### src/rtl/conv3x3_mac_if.sv
// Window/kernel-load/result bundle between the sliding-window stage,
// the kernel loader and the 3x3 convolution engine.
interface conv3x3_mac_if #(
    parameter int BIAS_W = 16
);
    logic                     en;
    logic [7:0]               w00, w01, w02;
    logic [7:0]               w10, w11, w12;
    logic [7:0]               w20, w21, w22;
    logic                     window_valid;
    logic                     wt_valid;
    logic signed [7:0]        wt_data;
    logic                     bias_valid;
    logic signed [BIAS_W-1:0] bias_data;
    logic                     weights_loaded;
    logic [3:0]               wt_idx;
    logic [7:0]               out_pixel;
    logic                     out_valid;

    modport master (
        output en, w00, w01, w02, w10, w11, w12, w20, w21, w22,
        output window_valid, wt_valid, wt_data, bias_valid, bias_data,
        input  weights_loaded, wt_idx, out_pixel, out_valid
    );

    modport slave (
        input  en, w00, w01, w02, w10, w11, w12, w20, w21, w22,
        input  window_valid, wt_valid, wt_data, bias_valid, bias_data,
        output weights_loaded, wt_idx, out_pixel, out_valid
    );
endinterface

### src/rtl/conv3x3_mac.sv
// Three-stage pipelined 3x3 convolution: products, row sums, then
// bias/shift/ReLU/saturate into an unsigned 8-bit feature-map pixel.
// Kernel and bias are loaded serially into a shadow bank and committed to
// the active bank atomically on the write of slot 8.
module conv3x3_mac #(
    parameter int SHIFT  = 0,
    parameter int BIAS_W = 16
) (
    input  logic        clk,
    input  logic        rst_n,
    conv3x3_mac_if.slave bus
);
    localparam int ACC_W = ((BIAS_W > 21) ? BIAS_W : 21) + 1;

    logic [7:0]               pix [9];
    logic signed [7:0]        wsh_q [9];
    logic signed [7:0]        wact_q [9];
    logic signed [BIAS_W-1:0] bsh_q, bsh_d, bact_q;
    logic [3:0]               idx_q;
    logic                     loaded_q;

    logic                     tok;
    logic signed [16:0]       prod_d [9];
    logic signed [16:0]       prod_q [9];
    logic signed [18:0]       row_d [3];
    logic signed [18:0]       row_q [3];
    logic signed [BIAS_W-1:0] b1_q, b2_q;
    logic                     v1_q, v2_q, v3_q;
    logic signed [20:0]       sum_d;
    logic signed [ACC_W-1:0]  biased_d, shifted_d;
    logic [7:0]               out_d, out_q;

    assign pix[0] = bus.w00;
    assign pix[1] = bus.w01;
    assign pix[2] = bus.w02;
    assign pix[3] = bus.w10;
    assign pix[4] = bus.w11;
    assign pix[5] = bus.w12;
    assign pix[6] = bus.w20;
    assign pix[7] = bus.w21;
    assign pix[8] = bus.w22;

    // A bias written on the commit edge is folded into that commit.
    assign bsh_d = bus.bias_valid ? bus.bias_data : bsh_q;

    // Shadow bank loading and atomic commit to the active bank (ignores en).
    always_ff @(posedge clk or negedge rst_n) begin
        if (!rst_n) begin
            for (int k = 0; k < 9; k++) begin
                wsh_q[k]  <= '0;
                wact_q[k] <= '0;
            end
            bsh_q    <= '0;
            bact_q   <= '0;
            idx_q    <= '0;
            loaded_q <= 1'b0;
        end else begin
            bsh_q <= bsh_d;
            if (bus.wt_valid) begin
                wsh_q[idx_q] <= bus.wt_data;
                if (idx_q == 4'd8) begin
                    idx_q    <= '0;
                    loaded_q <= 1'b1;
                    bact_q   <= bsh_d;
                    for (int k = 0; k < 8; k++) begin
                        wact_q[k] <= wsh_q[k];
                    end
                    wact_q[8] <= bus.wt_data;
                end else begin
                    idx_q <= idx_q + 4'd1;
                end
            end
        end
    end

    assign tok = bus.en && bus.window_valid && loaded_q;

    // Stage 1 operands: unsigned pixel (zero-extended) times signed weight.
    always_comb begin
        for (int k = 0; k < 9; k++) begin
            prod_d[k] = $signed({8'd0, pix[k]}) * $signed({{9{wact_q[k][7]}}, wact_q[k]});
        end
    end

    // Stage 2 operands: one sum per kernel row.
    always_comb begin
        for (int r = 0; r < 3; r++) begin
            row_d[r] = 19'(prod_q[3*r]) + 19'(prod_q[3*r+1]) + 19'(prod_q[3*r+2]);
        end
    end

    // Stage 3 operands: total, bias, arithmetic shift, ReLU and saturation.
    always_comb begin
        sum_d     = 21'(row_q[0]) + 21'(row_q[1]) + 21'(row_q[2]);
        biased_d  = ACC_W'(sum_d) + ACC_W'(b2_q);
        shifted_d = biased_d >>> SHIFT;
        out_d     = shifted_d[7:0];
        if (shifted_d[ACC_W-1]) begin
            out_d = 8'd0;
        end else if (|shifted_d[ACC_W-2:8]) begin
            out_d = 8'd255;
        end
    end

    // Pipeline registers; the whole pipe holds while en is low, and the bias
    // travels with its token so later commits never touch in-flight work.
    always_ff @(posedge clk or negedge rst_n) begin
        if (!rst_n) begin
            for (int k = 0; k < 9; k++) begin
                prod_q[k] <= '0;
            end
            for (int r = 0; r < 3; r++) begin
                row_q[r] <= '0;
            end
            b1_q  <= '0;
            b2_q  <= '0;
            v1_q  <= 1'b0;
            v2_q  <= 1'b0;
            v3_q  <= 1'b0;
            out_q <= '0;
        end else if (bus.en) begin
            v1_q <= tok;
            if (tok) begin
                for (int k = 0; k < 9; k++) begin
                    prod_q[k] <= prod_d[k];
                end
                b1_q <= bact_q;
            end
            v2_q <= v1_q;
            for (int r = 0; r < 3; r++) begin
                row_q[r] <= row_d[r];
            end
            b2_q <= b1_q;
            v3_q <= v2_q;
            if (v2_q) begin
                out_q <= out_d;
            end
        end
    end

    assign bus.weights_loaded = loaded_q;
    assign bus.wt_idx         = idx_q;
    assign bus.out_pixel      = out_q;
    assign bus.out_valid      = v3_q;
endmodule

### src/flat_wrapper.sv
// flat-port wrapper written by rule: the top's interface ports become plain ports
module conv3x3_mac_flat 
#(
    parameter int SHIFT  = 0,
    parameter int BIAS_W = 16
)
  (clk, rst_n, bus_en, bus_w00, bus_w01, bus_w02, bus_w10, bus_w11, bus_w12, bus_w20, bus_w21, bus_w22, bus_window_valid, bus_wt_valid, bus_wt_data, bus_bias_valid, bus_bias_data, bus_weights_loaded, bus_wt_idx, bus_out_pixel, bus_out_valid);
  conv3x3_mac_if #(.BIAS_W(BIAS_W)) bus_i ();
  input  logic clk;
  input  logic rst_n;
  input wire logic [$bits(bus_i.en)-1:0] bus_en;
  input wire logic [$bits(bus_i.w00)-1:0] bus_w00;
  input wire logic [$bits(bus_i.w01)-1:0] bus_w01;
  input wire logic [$bits(bus_i.w02)-1:0] bus_w02;
  input wire logic [$bits(bus_i.w10)-1:0] bus_w10;
  input wire logic [$bits(bus_i.w11)-1:0] bus_w11;
  input wire logic [$bits(bus_i.w12)-1:0] bus_w12;
  input wire logic [$bits(bus_i.w20)-1:0] bus_w20;
  input wire logic [$bits(bus_i.w21)-1:0] bus_w21;
  input wire logic [$bits(bus_i.w22)-1:0] bus_w22;
  input wire logic [$bits(bus_i.window_valid)-1:0] bus_window_valid;
  input wire logic [$bits(bus_i.wt_valid)-1:0] bus_wt_valid;
  input wire logic [$bits(bus_i.wt_data)-1:0] bus_wt_data;
  input wire logic [$bits(bus_i.bias_valid)-1:0] bus_bias_valid;
  input wire logic [$bits(bus_i.bias_data)-1:0] bus_bias_data;
  output wire logic [$bits(bus_i.weights_loaded)-1:0] bus_weights_loaded;
  output wire logic [$bits(bus_i.wt_idx)-1:0] bus_wt_idx;
  output wire logic [$bits(bus_i.out_pixel)-1:0] bus_out_pixel;
  output wire logic [$bits(bus_i.out_valid)-1:0] bus_out_valid;
  assign bus_i.en = bus_en;
  assign bus_i.w00 = bus_w00;
  assign bus_i.w01 = bus_w01;
  assign bus_i.w02 = bus_w02;
  assign bus_i.w10 = bus_w10;
  assign bus_i.w11 = bus_w11;
  assign bus_i.w12 = bus_w12;
  assign bus_i.w20 = bus_w20;
  assign bus_i.w21 = bus_w21;
  assign bus_i.w22 = bus_w22;
  assign bus_i.window_valid = bus_window_valid;
  assign bus_i.wt_valid = bus_wt_valid;
  assign bus_i.wt_data = bus_wt_data;
  assign bus_i.bias_valid = bus_bias_valid;
  assign bus_i.bias_data = bus_bias_data;
  assign bus_weights_loaded = bus_i.weights_loaded;
  assign bus_wt_idx = bus_i.wt_idx;
  assign bus_out_pixel = bus_i.out_pixel;
  assign bus_out_valid = bus_i.out_valid;
  conv3x3_mac #(.SHIFT(SHIFT), .BIAS_W(BIAS_W)) u_core (.clk(clk), .rst_n(rst_n), .bus(bus_i));
endmodule
### config.mk
export PLATFORM = sky130hd
export DESIGN_NAME = conv3x3_mac_flat
export DESIGN_NICKNAME = d
export VERILOG_FILES = /design/src/rtl/conv3x3_mac_if.sv /design/src/rtl/conv3x3_mac.sv /design/src/flat_wrapper.sv
export SDC_FILE = /design/constraint.sdc
export NUM_CORES = 2
export LEC_CHECK = 0
export CORE_AREA = 8 8 348 350
export CTS_CLUSTER_SIZE = 10
export DETAILED_ROUTE_END_ITERATION = 10
export DIE_AREA = 0 0 356 358
export GPL_TIMING_DRIVEN = 0
export HOLD_SLACK_MARGIN = 0.08
export SETUP_SLACK_MARGIN = 0.02
export SYNTH_ARGS = -nofsm -noshare
export SYNTH_HDL_FRONTEND = slang
export SYNTH_SLANG_ARGS = --single-unit
### constraint.sdc
create_clock -name clk -period 7.1 [get_ports clk]
set_input_delay 1.42 -clock clk [delete_from_list [all_inputs] [get_ports clk]]
set_output_delay 1.42 -clock clk [all_outputs]
set_load 0.03 [all_outputs]
==> flow_metrics.py <==
metrics = {
    "floorplanning": {
        "die_h_um": 358,
        "die_w_um": 356,
        "die_area_sq_mm": 0.127,
        "core_area_sq_mm": 0.115,
        "start_util_pct": 34.8,
        "num_rows": 125,
        "ioPinCount": 116,
    },
    "placed_design": {
        "port-buffer-count": 114,
        "numPlacedInstances": 5759,
        "place_hpwl_um": 81500,
        "routabilityCongestion": 0.869,
        "pre_cts_slack_ns": 0.489,
    },
    "drt": {
        "drt_iter0_drc": 1640,
        "viasPerCell": 4.91,
        "vias": 28600,
        "drtAntennaViolNets": 0,
        "drc": 0,
        "wl_per_cell_um": 17.6,
        "drt-pass1-iter-count": 5,
        "wl_um": 103000,
    },
    "layout": {
        "nets": 5279,
        "syn2layout_area_growth_pct": 11.6,
        "utilization_pct": 38.9,
        "drive_gt1_share_pct": 6.73,
        "layout_commonest_cell": "inv_1",
        "layout_common_cells": "inv_1, nand2_1, ha_1",
        "final_cells": 5831,
    },
    "run_status": {
        "outcome": "finished, final reports clean",
    },
    "global_routing": {
        "grt_busiest_layer": "met2",
        "antenna_found_initial": 8,
        "grt_pass1_vias": 30100,
        "grt_overflow_total": 0,
        "grt_max_degree": 122,
        "grt_util_met2_pct": 26.6,
        "use_met3_pct": 2.36,
        "grt_pass1_wl_um": 167000,
        "grt_use_total_pct": 16.5,
        "globalRouteMet1Util_pct": 23.1,
    },
    "sta": {
        "relSlewSlack_pct": 10.1,
        "final_hold_viol_count": 0,
        "finalClockSkew_ns": 0.0272,
        "period_needed_ns": 5.99,
        "final-max-slew-violation-count": 0,
        "fmax_mhz": 167,
        "worst_pin_slew_ns": 1.35,
        "fin_ws_ns": 1.11,
        "hold_ws_ns": 0.449,
        "rsz0062_at_grt": "false",
        "post-route-period-util_pct": 84.3,
        "finalSetupViolCount": 0,
    },
    "yosys": {
        "yosysTopAreaCellShare_pct": 26.5,
        "synth_enable_flop_cells": 0,
        "synthTopCellsByArea": "dfrtp_1, fa_1, ha_1",
        "ys_seq_area_share_pct": 26.5,
        "syn-num-nets": 5107,
        "yosysTopAreaCell": "dfrtp_1",
        "syn_inst": 4116,
        "postSynthAreaPerCell_sq_um": 9.76,
        "synth-main-ff-cell": "dfrtp_1",
        "syn-cell-area_sq_mm": 0.0402,
        "async_reset_ff_share_pct": 100,
        "synth_warnings": 0,
        "ys_ff_latch": 426,
        "yosysUniqueCellTypes": 65,
    },
    "critical_path": {
        "crit_arrival_ns": 6.45,
        "crit_required_ns": 7.56,
        "endpoint_kind": "flip-flop",
        "critPathMaxFanout": 8,
        "critical_path_class": "in2reg",
        "start_kind": "primary input",
    },
    "job": {
        "cap_violations": 0,
    },
    "cts": {
        "hold_buffers": 0,
        "clock_latency_ns": 0.63,
        "root_buffer": "clkbuf_16",
        "path_clk_slew_ns": 0.06,
        "cts_resized": 0,
        "clockBufferDepth": 3,
        "tritoncts": "built",
        "cts_setup_buffers": 0,
        "cts.sink_count": 426,
        "numCtsBuffers": 51,
        "cts_htree_levels": 2,
    },
    "hold_path": {
        "hold_class": "reg2reg",
    },
}
## worst paths after layout
path | cells past startpoint | from | end | slack (ns)
max | 17 | bus_w20[3] | u_core.prod_q[50] | 1.11
min | 2 | u_core.bact_q[8] | u_core.b1_q[8] | 0.45
max reg2reg | 16 | u_core.wact_q[18] | u_core.prod_q[50] | 1.94
min reg2reg | 2 | u_core.bact_q[8] | u_core.b1_q[8] | 0.45
max in group asynchronous | 3 | rst_n | u_core.wact_q[18] | 4.75
min in group asynchronous | 1 | rst_n | u_core.wsh_q[45] | 0.78
## metrics by stage
stage               setup TNS [ns]  instance area [sq um]
global placement          -6287.27                  43200
global route                     0                  44800
floorplan                        0                  40200
CTS                              0                  44800
finish                           0                  44800
detailed placement               0                  43400
## critical path, cell delays in order
cell and delay, ns:
clkdlybuf4s50_1 0.56, and2_1 0.25, fa_1 0.43, fa_1 0.47, fa_1 0.55, inv_1 0.05
fa_1 0.48, inv_1 0.05, ha_1 0.31, nor2b_1 0.14, o21ai_0 0.11, a21oi_1 0.45
o211ai_1 0.18, a21oi_1 0.25, o31ai_1 0.13, xnor2_1 0.47, o21ai_0 0.16
## kinds of logic (layout without fill, tap and decap cells)
group                    count (synthesis)  after routing  synth area share (%)
AND/OR/NAND/NOR                       1226           1226                  14.6
adder cells (fa/ha/maj)                889            889                  35.6
buffers and inverters                  719            909                  6.72
AO/OA/AOI/OAI                          505            505                  7.60
flip-flops                             426            426                  26.5
multiplexers                           206            206                  5.75
XOR/XNOR                               145            145                  3.16
other                                    0              1                     0
## sequential cells by signal (all words and copies together), names as in the netlist
register	flops
u_core.prod_q	153
u_core.wact_q	72
u_core.wsh_q	64
u_core.row_q	57
u_core.b1_q	16
u_core.b2_q	16
u_core.bact_q	16
u_core.bsh_q	16
u_core.bus.out_pixel	8
u_core.bus.wt_idx	4
u_core.bus.out_valid	1
u_core.bus.weights_loaded	1
u_core.v1_q	1
u_core.v2_q	1
## Yosys cell counts (6+ instances only)
cell type / count
o211ai_1: 14
nor3_1: 45
a31oi_1: 8
a211oi_1: 18
mux2_2: 199
nor2b_1: 14
a21o_1: 45
inv_1: 638
o31ai_1: 11
a21oi_1: 126
or3_1: 21
ha_1: 463
mux2i_1: 7
nand3_1: 58
xnor2_1: 96
fa_1: 426
nand2b_1: 67
o21bai_1: 13
and2_1: 289
and3_1: 10
o21ai_0: 199
xor2_1: 49
o21a_1: 22
clkbuf_1: 70
buf_1: 9
a41oi_1: 10
nor2_1: 87
nand2_1: 606
or4_1: 6
dfrtp_1: 426
## area by class of cell
class / instances / area, sq um
timing repair buffer: 119 / 1250
tap: 1524 / 1910
sequential: 426 / 10700
clock buffer: 62 / 1360
buffer: 80 / 303
multi-input combinational: 2971 / 26800
fill: 11600 / 70600
inverter: 639 / 2400
antenna: 1 / 2.50
clock inverter: 9 / 131
## per-layer routing
metal	part of all wire [%]	routed length, um	vias to the layer above
li1	-	-	13600
met5	0.013	13	-
met4	2.7	2780	2
met1	47	48300	14400
met2	45	46500	557
met3	5.0	5150	129
Power is left out: the tool's default activity adds up to more than one toggle a clock period on the data nets, which glitch-free logic cannot reach.
